File: config.mk
export PLATFORM = sky130hd
export DESIGN_NAME = cmd_sipo
export DESIGN_NICKNAME = d
export VERILOG_FILES = /design/src/rtl/cmd_pkg.sv /design/src/rtl/sipo_shift.sv /design/src/rtl/cmd_sipo.sv
export SDC_FILE = /design/constraint.sdc
export NUM_CORES = 1
export LEC_CHECK = 0
export CORE_AREA = 2 2 118 63
export CTS_CLUSTER_SIZE = 14
export DETAILED_ROUTE_END_ITERATION = 10
export DIE_AREA = 0 0 120 65
export PLACE_DENSITY = 0.78
export RECOVER_POWER = 25
export SLEW_MARGIN = 15
export SYNTH_ARGS = -nofsm -noshare
export SYNTH_HDL_FRONTEND = slang
export SYNTH_SLANG_ARGS = --single-unit
File: constraint.sdc
create_clock -name clk -period 1.95 [get_ports clk]
set_input_delay 0.195 -clock clk [delete_from_list [all_inputs] [get_ports clk]]
set_output_delay 0.195 -clock clk [all_outputs]
set_load 0.01 [all_outputs]
File: src/rtl/cmd_pkg.sv
// Shared types and constants for the command SIPO frame decoder.
// SIPO_CHECKSUM_EN adds the CHECK state used for the trailing checksum byte.
`timescale 1ns/1ps
package cmd_pkg;

    localparam logic [7:0] HDR_BYTE_DEFAULT = 8'hA5;

    localparam logic [1:0] DEST_MOTOR = 2'b00;
    localparam logic [1:0] DEST_SERVO = 2'b01;
    localparam logic [1:0] DEST_PISO  = 2'b10;

    typedef enum logic [2:0] {
        IDLE,
        HUNT,
        CMD,
        PAYLOAD,
`ifdef SIPO_CHECKSUM_EN
        CHECK,
`endif
        DONE
    } state_t;

    // The two top bits of the command byte select the destination; 2'b11 is unused.
    function automatic logic dest_ok(input logic [7:0] id);
        return id[7:6] != 2'b11;
    endfunction

endpackage

File: src/rtl/sipo_shift.sv
// Payload byte shift register (LSB-first) with a beat counter.
// data_next is the register value including the beat being shifted in this cycle.
`timescale 1ns/1ps
module sipo_shift #(
    parameter int PAYLOAD_BYTES = 4
) (
    input  logic                       clk,
    input  logic                       rst,
    input  logic                       clear,
    input  logic                       shift,
    input  logic [7:0]                 din,
    output logic [PAYLOAD_BYTES*8-1:0] data_next,
    output logic                       last
);

    localparam int W  = PAYLOAD_BYTES * 8;
    localparam int CW = $clog2(PAYLOAD_BYTES + 1);

    logic [W-1:0]  data_q;
    logic [W-1:0]  shifted;
    logic [CW-1:0] count_q;

    // New bytes enter at the top so the first payload byte ends up in bits [7:0].
    generate
        if (PAYLOAD_BYTES == 1) begin : g_one
            assign shifted = din;
        end else begin : g_multi
            assign shifted = {din, data_q[W-1:8]};
        end
    endgenerate

    assign data_next = shift ? shifted : data_q;
    assign last      = (count_q == CW'(PAYLOAD_BYTES - 1));

    always_ff @(posedge clk) begin
        if (rst || clear) begin
            data_q  <= '0;
            count_q <= '0;
        end else if (shift) begin
            data_q  <= shifted;
            count_q <= count_q + 1'b1;
        end
    end

endmodule

File: src/rtl/cmd_sipo.sv
// Frame decoder: hunts for HDR_BYTE, latches a command byte and PAYLOAD_BYTES payload bytes.
// Define SIPO_CHECKSUM_EN to require a trailing XOR checksum byte per frame.
`timescale 1ns/1ps
module cmd_sipo
    import cmd_pkg::*;
#(
    parameter int         PAYLOAD_BYTES = 4,
    parameter logic [7:0] HDR_BYTE      = HDR_BYTE_DEFAULT
) (
    input  logic        clk,
    input  logic        rst,
    input  logic        sipo_en,
    input  logic        rd_en,
    input  logic        empty,
    input  logic [7:0]  din,
    output logic        sipo_done,
    output logic        frame_valid,
    output logic        frame_err,
    output logic [7:0]  cmd_id,
    output logic [31:0] cmd_data,
    output logic [1:0]  cmd_dest
);

    localparam int W = PAYLOAD_BYTES * 8;

    state_t       state_q, state_d;
    logic         beat_q;
    logic [7:0]   cmd_byte;
    logic         shift_en, clear, cmd_load, finish, last_beat, frame_bad;
    logic [W-1:0] data_next;
    logic [1:0]   dest_code;

    // The FIFO has no backpressure: a read is taken when rd_en && !empty, and
    // its byte is on din (a "beat") in the following cycle only.
    always_ff @(posedge clk) begin
        if (rst) beat_q <= 1'b0;
        else     beat_q <= rd_en && !empty;
    end

    sipo_shift #(.PAYLOAD_BYTES(PAYLOAD_BYTES)) u_shift (
        .clk       (clk),
        .rst       (rst),
        .clear     (clear),
        .shift     (shift_en),
        .din       (din),
        .data_next (data_next),
        .last      (last_beat)
    );

`ifdef SIPO_CHECKSUM_EN
    logic [7:0] chk_q;

    always_ff @(posedge clk) begin
        if (rst)           chk_q <= '0;
        else if (cmd_load) chk_q <= din;
        else if (shift_en) chk_q <= chk_q ^ din;
    end

    assign frame_bad = !dest_ok(cmd_byte) || (din != chk_q);
`else
    assign frame_bad = !dest_ok(cmd_byte);
`endif

    always_comb begin
        case (cmd_byte[7:6])
            2'b00:   dest_code = DEST_MOTOR;
            2'b01:   dest_code = DEST_SERVO;
            default: dest_code = DEST_PISO;
        endcase
    end

    always_comb begin
        state_d  = state_q;
        shift_en = 1'b0;
        clear    = 1'b0;
        cmd_load = 1'b0;
        finish   = 1'b0;
        if (!sipo_en) begin
            state_d = IDLE;
            clear   = 1'b1;
        end else begin
            case (state_q)
                IDLE: begin
                    state_d = HUNT;
                    clear   = 1'b1;
                end
                // A beat landing in DONE is the first HUNT beat of the next frame.
                HUNT, DONE: begin
                    clear   = 1'b1;
                    state_d = HUNT;
                    if (beat_q && din == HDR_BYTE) state_d = CMD;
                end
                CMD: begin
                    if (beat_q) begin
                        cmd_load = 1'b1;
                        state_d  = PAYLOAD;
                    end
                end
                PAYLOAD: begin
                    if (beat_q) begin
                        shift_en = 1'b1;
                        if (last_beat) begin
`ifdef SIPO_CHECKSUM_EN
                            state_d = CHECK;
`else
                            finish  = 1'b1;
                            state_d = DONE;
`endif
                        end
                    end
                end
`ifdef SIPO_CHECKSUM_EN
                CHECK: begin
                    if (beat_q) begin
                        finish  = 1'b1;
                        state_d = DONE;
                    end
                end
`endif
                default: state_d = IDLE;
            endcase
        end
    end

    always_ff @(posedge clk) begin
        if (rst) state_q <= IDLE;
        else     state_q <= state_d;
    end

    always_ff @(posedge clk) begin
        if (rst)           cmd_byte <= '0;
        else if (cmd_load) cmd_byte <= din;
    end

    // Pulses and decoded fields are registered so they appear during DONE.
    always_ff @(posedge clk) begin
        if (rst) begin
            sipo_done   <= 1'b0;
            frame_valid <= 1'b0;
            frame_err   <= 1'b0;
            cmd_id      <= '0;
            cmd_data    <= '0;
            cmd_dest    <= '0;
        end else begin
            sipo_done   <= finish;
            frame_valid <= finish && !frame_bad;
            frame_err   <= finish && frame_bad;
            if (finish && !frame_bad) begin
                cmd_id   <= cmd_byte;
                cmd_data <= 32'(data_next);
                cmd_dest <= dest_code;
            end
        end
    end

endmodule

Word-level counts from Yosys, hierarchy flattened
Cells that the tools add are included.
{"block": "classes", "add_sub_neg": 1, "n_reduce_logical": 13, "n_bitwise": 1, "mux": 18, "eq_ne": 11}
{"op": "$mux 32", "n": 1}
{"op": "$pmux 3 s4", "n": 1}
{"op": "$mux 1", "n": 11}
{"op": "$eq 3x2->1 const B", "n": 3}
{"op": "$mux 3", "n": 3}
{"op": "$eq 8x8->1 const B", "n": 1}
{"op": "$ne 2x2->1 const B", "n": 4}
{"op": "$logic_and 1x1->1", "n": 4}
{"op": "$pmux 2 s2", "n": 1}
{"op": "$reduce_or 2->1", "n": 2}
{"op": "$add 3x1->3 const B", "n": 1}
{"op": "$eq 3x1->1 const B", "n": 1}
{"op": "$eq 3x3->1 const B", "n": 1}
{"op": "$logic_not 3->1", "n": 1}
{"op": "$reduce_and 3->1", "n": 1}
{"op": "$reduce_or 3->1", "n": 1}
{"op": "$eq 2x1->1 const B", "n": 1}
{"op": "$logic_not 1->1", "n": 2}
{"op": "$logic_not 2->1", "n": 1}
{"op": "$mux 2", "n": 1}
{"op": "$logic_or 1x1->1", "n": 1}
{"op": "$not 1->1", "n": 1}
{"block": "word_totals", "output_inout_bits": 45, "elab_cells": 55, "inputBits": 13, "regBits": 92}

Longest topological paths before layout
{"block": "logic_depth", "ltp_word": 6, "depth_mapped": 7, "ltp_nobuf": 5}

Modules after synthesis
Synthesis repeated with hierarchy kept, for this count alone.
{"block": "unflattened", "hier_cells": 364, "hier_area_um2": 3709.8}
{"mod": "cmd_sipo", "cells_per_inst": 247, "area_each_um2": 2083.2, "seq_area_each_um2": 1141.1, "instances": 1}
{"mod": "sipo_shift", "cells_per_inst": 117, "area_each_um2": 1626.6, "seq_area_each_um2": 700.7, "instances": 1}

Worst setup path after synthesis
OpenSTA, ideal clock, no wires.
{"block": "synth_path", "kind": "register to register", "startpoint": "reg u_shift.count_q[0]", "endpoint": "reg cmd_id[0]", "setup_ns": 0.132, "t_arrival_ns": 1.354, "path_stages_with_launch": 8, "n_path_buf": 2, "required_time_ns": 1.818, "path_slack_ns": 0.464, "synth_period_minus_slack_ns": 1.486, "cell_sequence": "dfxtp_1 -> ha_1 -> ha_1 -> nand3_1 -> buf_2 -> buf_2 -> o31ai_1 -> a21oi_1"}
{"block": "synth_via", "elab_chain_len": 6}
{"item": "start: declaration", "line_no": "sipo_shift.sv:21", "rtl": "logic [CW-1:0] count_q;"}
{"item": "start signal: assignment", "line_no": "sipo_shift.sv:41", "rtl": "count_q <= count_q + 1'b1;"}
{"item": "$eq 3x2->1", "line_no": "sipo_shift.sv:33", "rtl": "assign last = (count_q == CW'(PAYLOAD_BYTES - 1));"}
{"item": "$mux 1", "line_no": "cmd_sipo.sv:102", "rtl": "if (last_beat) begin"}
{"item": "$mux 1", "line_no": "cmd_sipo.sv:100", "rtl": "if (beat_q) begin"}
{"item": "$mux 1", "line_no": "cmd_sipo.sv:82", "rtl": "case (state_q)"}
{"item": "$mux 1", "line_no": "cmd_sipo.sv:78", "rtl": "if (!sipo_en) begin"}
{"item": "$logic_and 1x1->1", "line_no": "cmd_sipo.sv:148", "rtl": "if (finish && !frame_bad) begin"}
{"item": "end signal: assignment", "line_no": "cmd_sipo.sv:149", "rtl": "cmd_id <= cmd_byte;"}
{"item": "end: declaration", "line_no": "cmd_sipo.sv:19", "rtl": "output logic [7:0] cmd_id,"}
No other way between the ends.
A chain may end at the register's enable or synchronous reset.

Worst setup path after layout
{"block": "layout_path", "startpoint": "reg u_shift.count_q[0]", "endpoint": "reg cmd_dest[1]"}
{"block": "layout_via", "elab_chain_len": 6}
{"item": "$eq 3x2->1", "line_no": "sipo_shift.sv:33"}
{"item": "$mux 1", "line_no": "cmd_sipo.sv:102"}
{"item": "$mux 1", "line_no": "cmd_sipo.sv:100"}
{"item": "$mux 1", "line_no": "cmd_sipo.sv:82"}
{"item": "$mux 1", "line_no": "cmd_sipo.sv:78"}
{"item": "$logic_and 1x1->1", "line_no": "cmd_sipo.sv:148"}
{"item": "end signal: assignment", "line_no": "cmd_sipo.sv:151", "rtl": "cmd_dest <= dest_code;"}
{"item": "end: declaration", "line_no": "cmd_sipo.sv:21", "rtl": "output logic [1:0] cmd_dest"}
No other way between the ends.

==> impl_metrics.json <==
{
  "seq_area_um2": 1680,
  "vias": 3276,
  "drcViolationCount": 0,
  "die_area_um2": 7800,
  "grt_pass1_vias": 3009,
  "ant_nets": 0,
  "ys_warn_count": 0,
  "initial_core_util_pct": 49.7,
  "synth_nets": 418,
  "wire_per_inst_um": 17.5,
  "cts_root_buf": "clkbuf_16",
  "worstSetupPathType": "flop to flop",
  "slew_violations": 0,
  "critPathLaunchType": "flop",
  "multi_input_area_um2": 1520,
  "powerDensity_nw_per_um2": 798,
  "yosysTopAreaCell": "dfxtp_1",
  "drt_pre_antenna_iters": 5,
  "hold_violations": 0,
  "grt_usage_pct": 25.7,
  "fin_worst_skew_ns": 0.00579,
  "dieHeight_um": 65,
  "antenna_found_initial": 0,
  "hp-class": "primary input to flop",
  "yosysTopAreaCellShare_pct": 48.9,
  "maxCapViolCount": 0,
  "fill_cells": 586,
  "whs_ns": 0.269,
  "finalCriticalPeriod_ns": 1.73,
  "grt_first_pass_wirelength_mm": 15.5,
  "nets": 453,
  "clk_pin_slew_ns": 0.06,
  "dr.first_iter.drc_count": 362,
  "outcome": "completed",
  "antenna_cells": 0,
  "rsz0062_at_grt": "false",
  "cts.sinks": 84,
  "vdd_ir_drop_max_mv": 0.559,
  "p_leak_nw": 1.45,
  "htree_levels": 3,
  "rows": 22,
  "final_cell_mix": "dfxtp_1 (84), a21oi_1 (73), nand4_1 (40)",
  "top_usage_layer": "met1",
  "post_cts_buffers": 0,
  "stdcell_area_um2": 4390,
  "core_area_um2": 6910,
  "cts.path.max_buffers": 2,
  "fin_crit_sh_pct": 88.6,
  "postPlaceCellArea_um2": 4090,
  "clkLatencyLatePin_ns": 0.34,
  "hold_buffers": 0,
  "cts_resized": 0,
  "gr-usage-met2_pct": 35.8,
  "routed_wl_mm": 9.45,
  "ys_ff_latch": 84,
  "ios": 58,
  "cts_tree": "built",
  "dp_hpwl_mm": 6.14,
  "cts_buffers": 9,
  "area_delta_synth_final_pct": 27.8,
  "drive_gt1_share_pct": 8.58,
  "finalSetupViolCount": 0,
  "worstPathRequired_ns": 2.16,
  "synth_cell_types": 30,
  "place_congestion": 0.804,
  "worst_slew_pin_slew_ns": 1.06,
  "layout_commonest_cell": "dfxtp_1",
  "syn-cell-area_um2": 3440,
  "synthTopCellsByArea": "dfxtp_1 (49%), a21oi_1 (11%), o31ai_1 (8.3%)",
  "die_w_um": 120,
  "grt_overflow": 0,
  "max_freq_ghz": 0.579,
  "netlist_instances": 403,
  "critical_path.max_fanout": 25,
  "slew-limit-headroom_pct": 29.2,
  "syn_avg_cell_area_um2": 8.53,
  "seq_area_frac_synth_pct": 48.9,
  "via_per_inst": 6.08,
  "port_buffers": 57,
  "grt_max_degree": 54,
  "use_met1_pct": 37.6,
  "end_kind": "flop",
  "gr-usage-met3_pct": 8.19,
  "fin_tns_setup_ns": 0,
  "cp.arrival_ns": 1.94
}
-- logic make-up (layout without fill, tap and decap cells) --
logic type | Yosys count | after routing | synth area share [%]
simple gates | 105 | 105 | 17.6
compound gates | 155 | 155 | 26.0
flops | 84 | 84 | 48.9
fa+ha+maj | 2 | 2 | 0.728
buf+inv | 57 | 97 | 6.81
-- registers in the layout (all words and copies together), names as in the netlist --
name	cells
cmd_byte	8
frame_valid	1
cmd_dest	2
u_shift.count_q	3
u_shift.data_q	24
sipo_done	1
state_q	3
cmd_id	8
beat_q	1
cmd_data	32
frame_err	1
-- through the flow --
stage | total power [W] | cells | worst slack [ns] | utilization (%)
4_1_cts | 0.00352 | 539 | 0.202 | 63.6
6_report | 0.00350 | 539 | 0.222 | 63.5
5_1_grt | 0.00363 | 539 | 0.00333 | 63.5
3_5_place_dp | 0.00183 | 523 | 0.127 | 59.2
2_1_floorplan | 0.00179 | 403 | 0.464 | -
3_3_place_gp | 0.00183 | 523 | 0.172 | 59.2
-- path summary, 6_finish.rpt --
check	from	cells after the start	end	slack (ns)
worst min register to register	cmd_data[3]	2	cmd_data[3]	0.47
worst min-delay path	rst	4	u_shift.data_q[31]	0.27
worst max register to register	u_shift.count_q[0]	6	cmd_dest[1]	0.22
worst max-delay path	u_shift.count_q[0]	6	cmd_dest[1]	0.22
-- power by group --
part | total (W) | internal, W | switching [W]
registers | 0.00172 | 0.00172 | 0.00000444
clock network | 0.00170 | 0.00102 | 0.000682
logic | 0.0000750 | 0.0000312 | 0.0000438
-- critical path: stages, from the launching register on --
cell and delay [ns]:
dfxtp_1 0.35, ha_1 0.16, ha_1 0.20, nand3_1 0.11, buf_4 0.25, nor3_1 0.36
o21ai_0 0.15
-- synth_stat cells --
library cell,n
buf_2,15
nand3b_1,2
o32ai_1,1
nand3_1,35
nand2_1,5
buf_1,1
o21ai_0,38
a21oi_1,73
nor2_1,2
nand4_1,40
nor3b_1,1
a31oi_1,1
nor3_1,2
a21o_1,1
and2_1,2
or4b_1,1
nor2b_1,5
clkbuf_2,1
and3b_1,1
or3_1,2
o211ai_1,1
o22ai_2,1
clkbuf_1,36
dfxtp_1,84
inv_1,4
nand2b_1,6
a311oi_1,1
ha_1,2
and3_1,1
o31ai_1,38
-- routing by layer --
metal / vias up / wire, um
met5: - / 0
met4: 0 / 84
met3: 7 / 834
met2: 144 / 3880
met1: 1553 / 4660
li1: 1572 / -
-- area by class of cell --
| type | instances | area share, % |
|---|---|---|
| clock buffers | 10 | 5.44 |
| flip-flops and latches | 84 | 38.3 |
| clock inverters | 6 | 1.45 |
| well taps | 96 | 2.74 |
| inverters | 4 | 0.342 |
| repair buffers | 77 | 17.1 |
| multi-input cells | 262 | 34.6 |
Power figures use the tool's default switching activity.
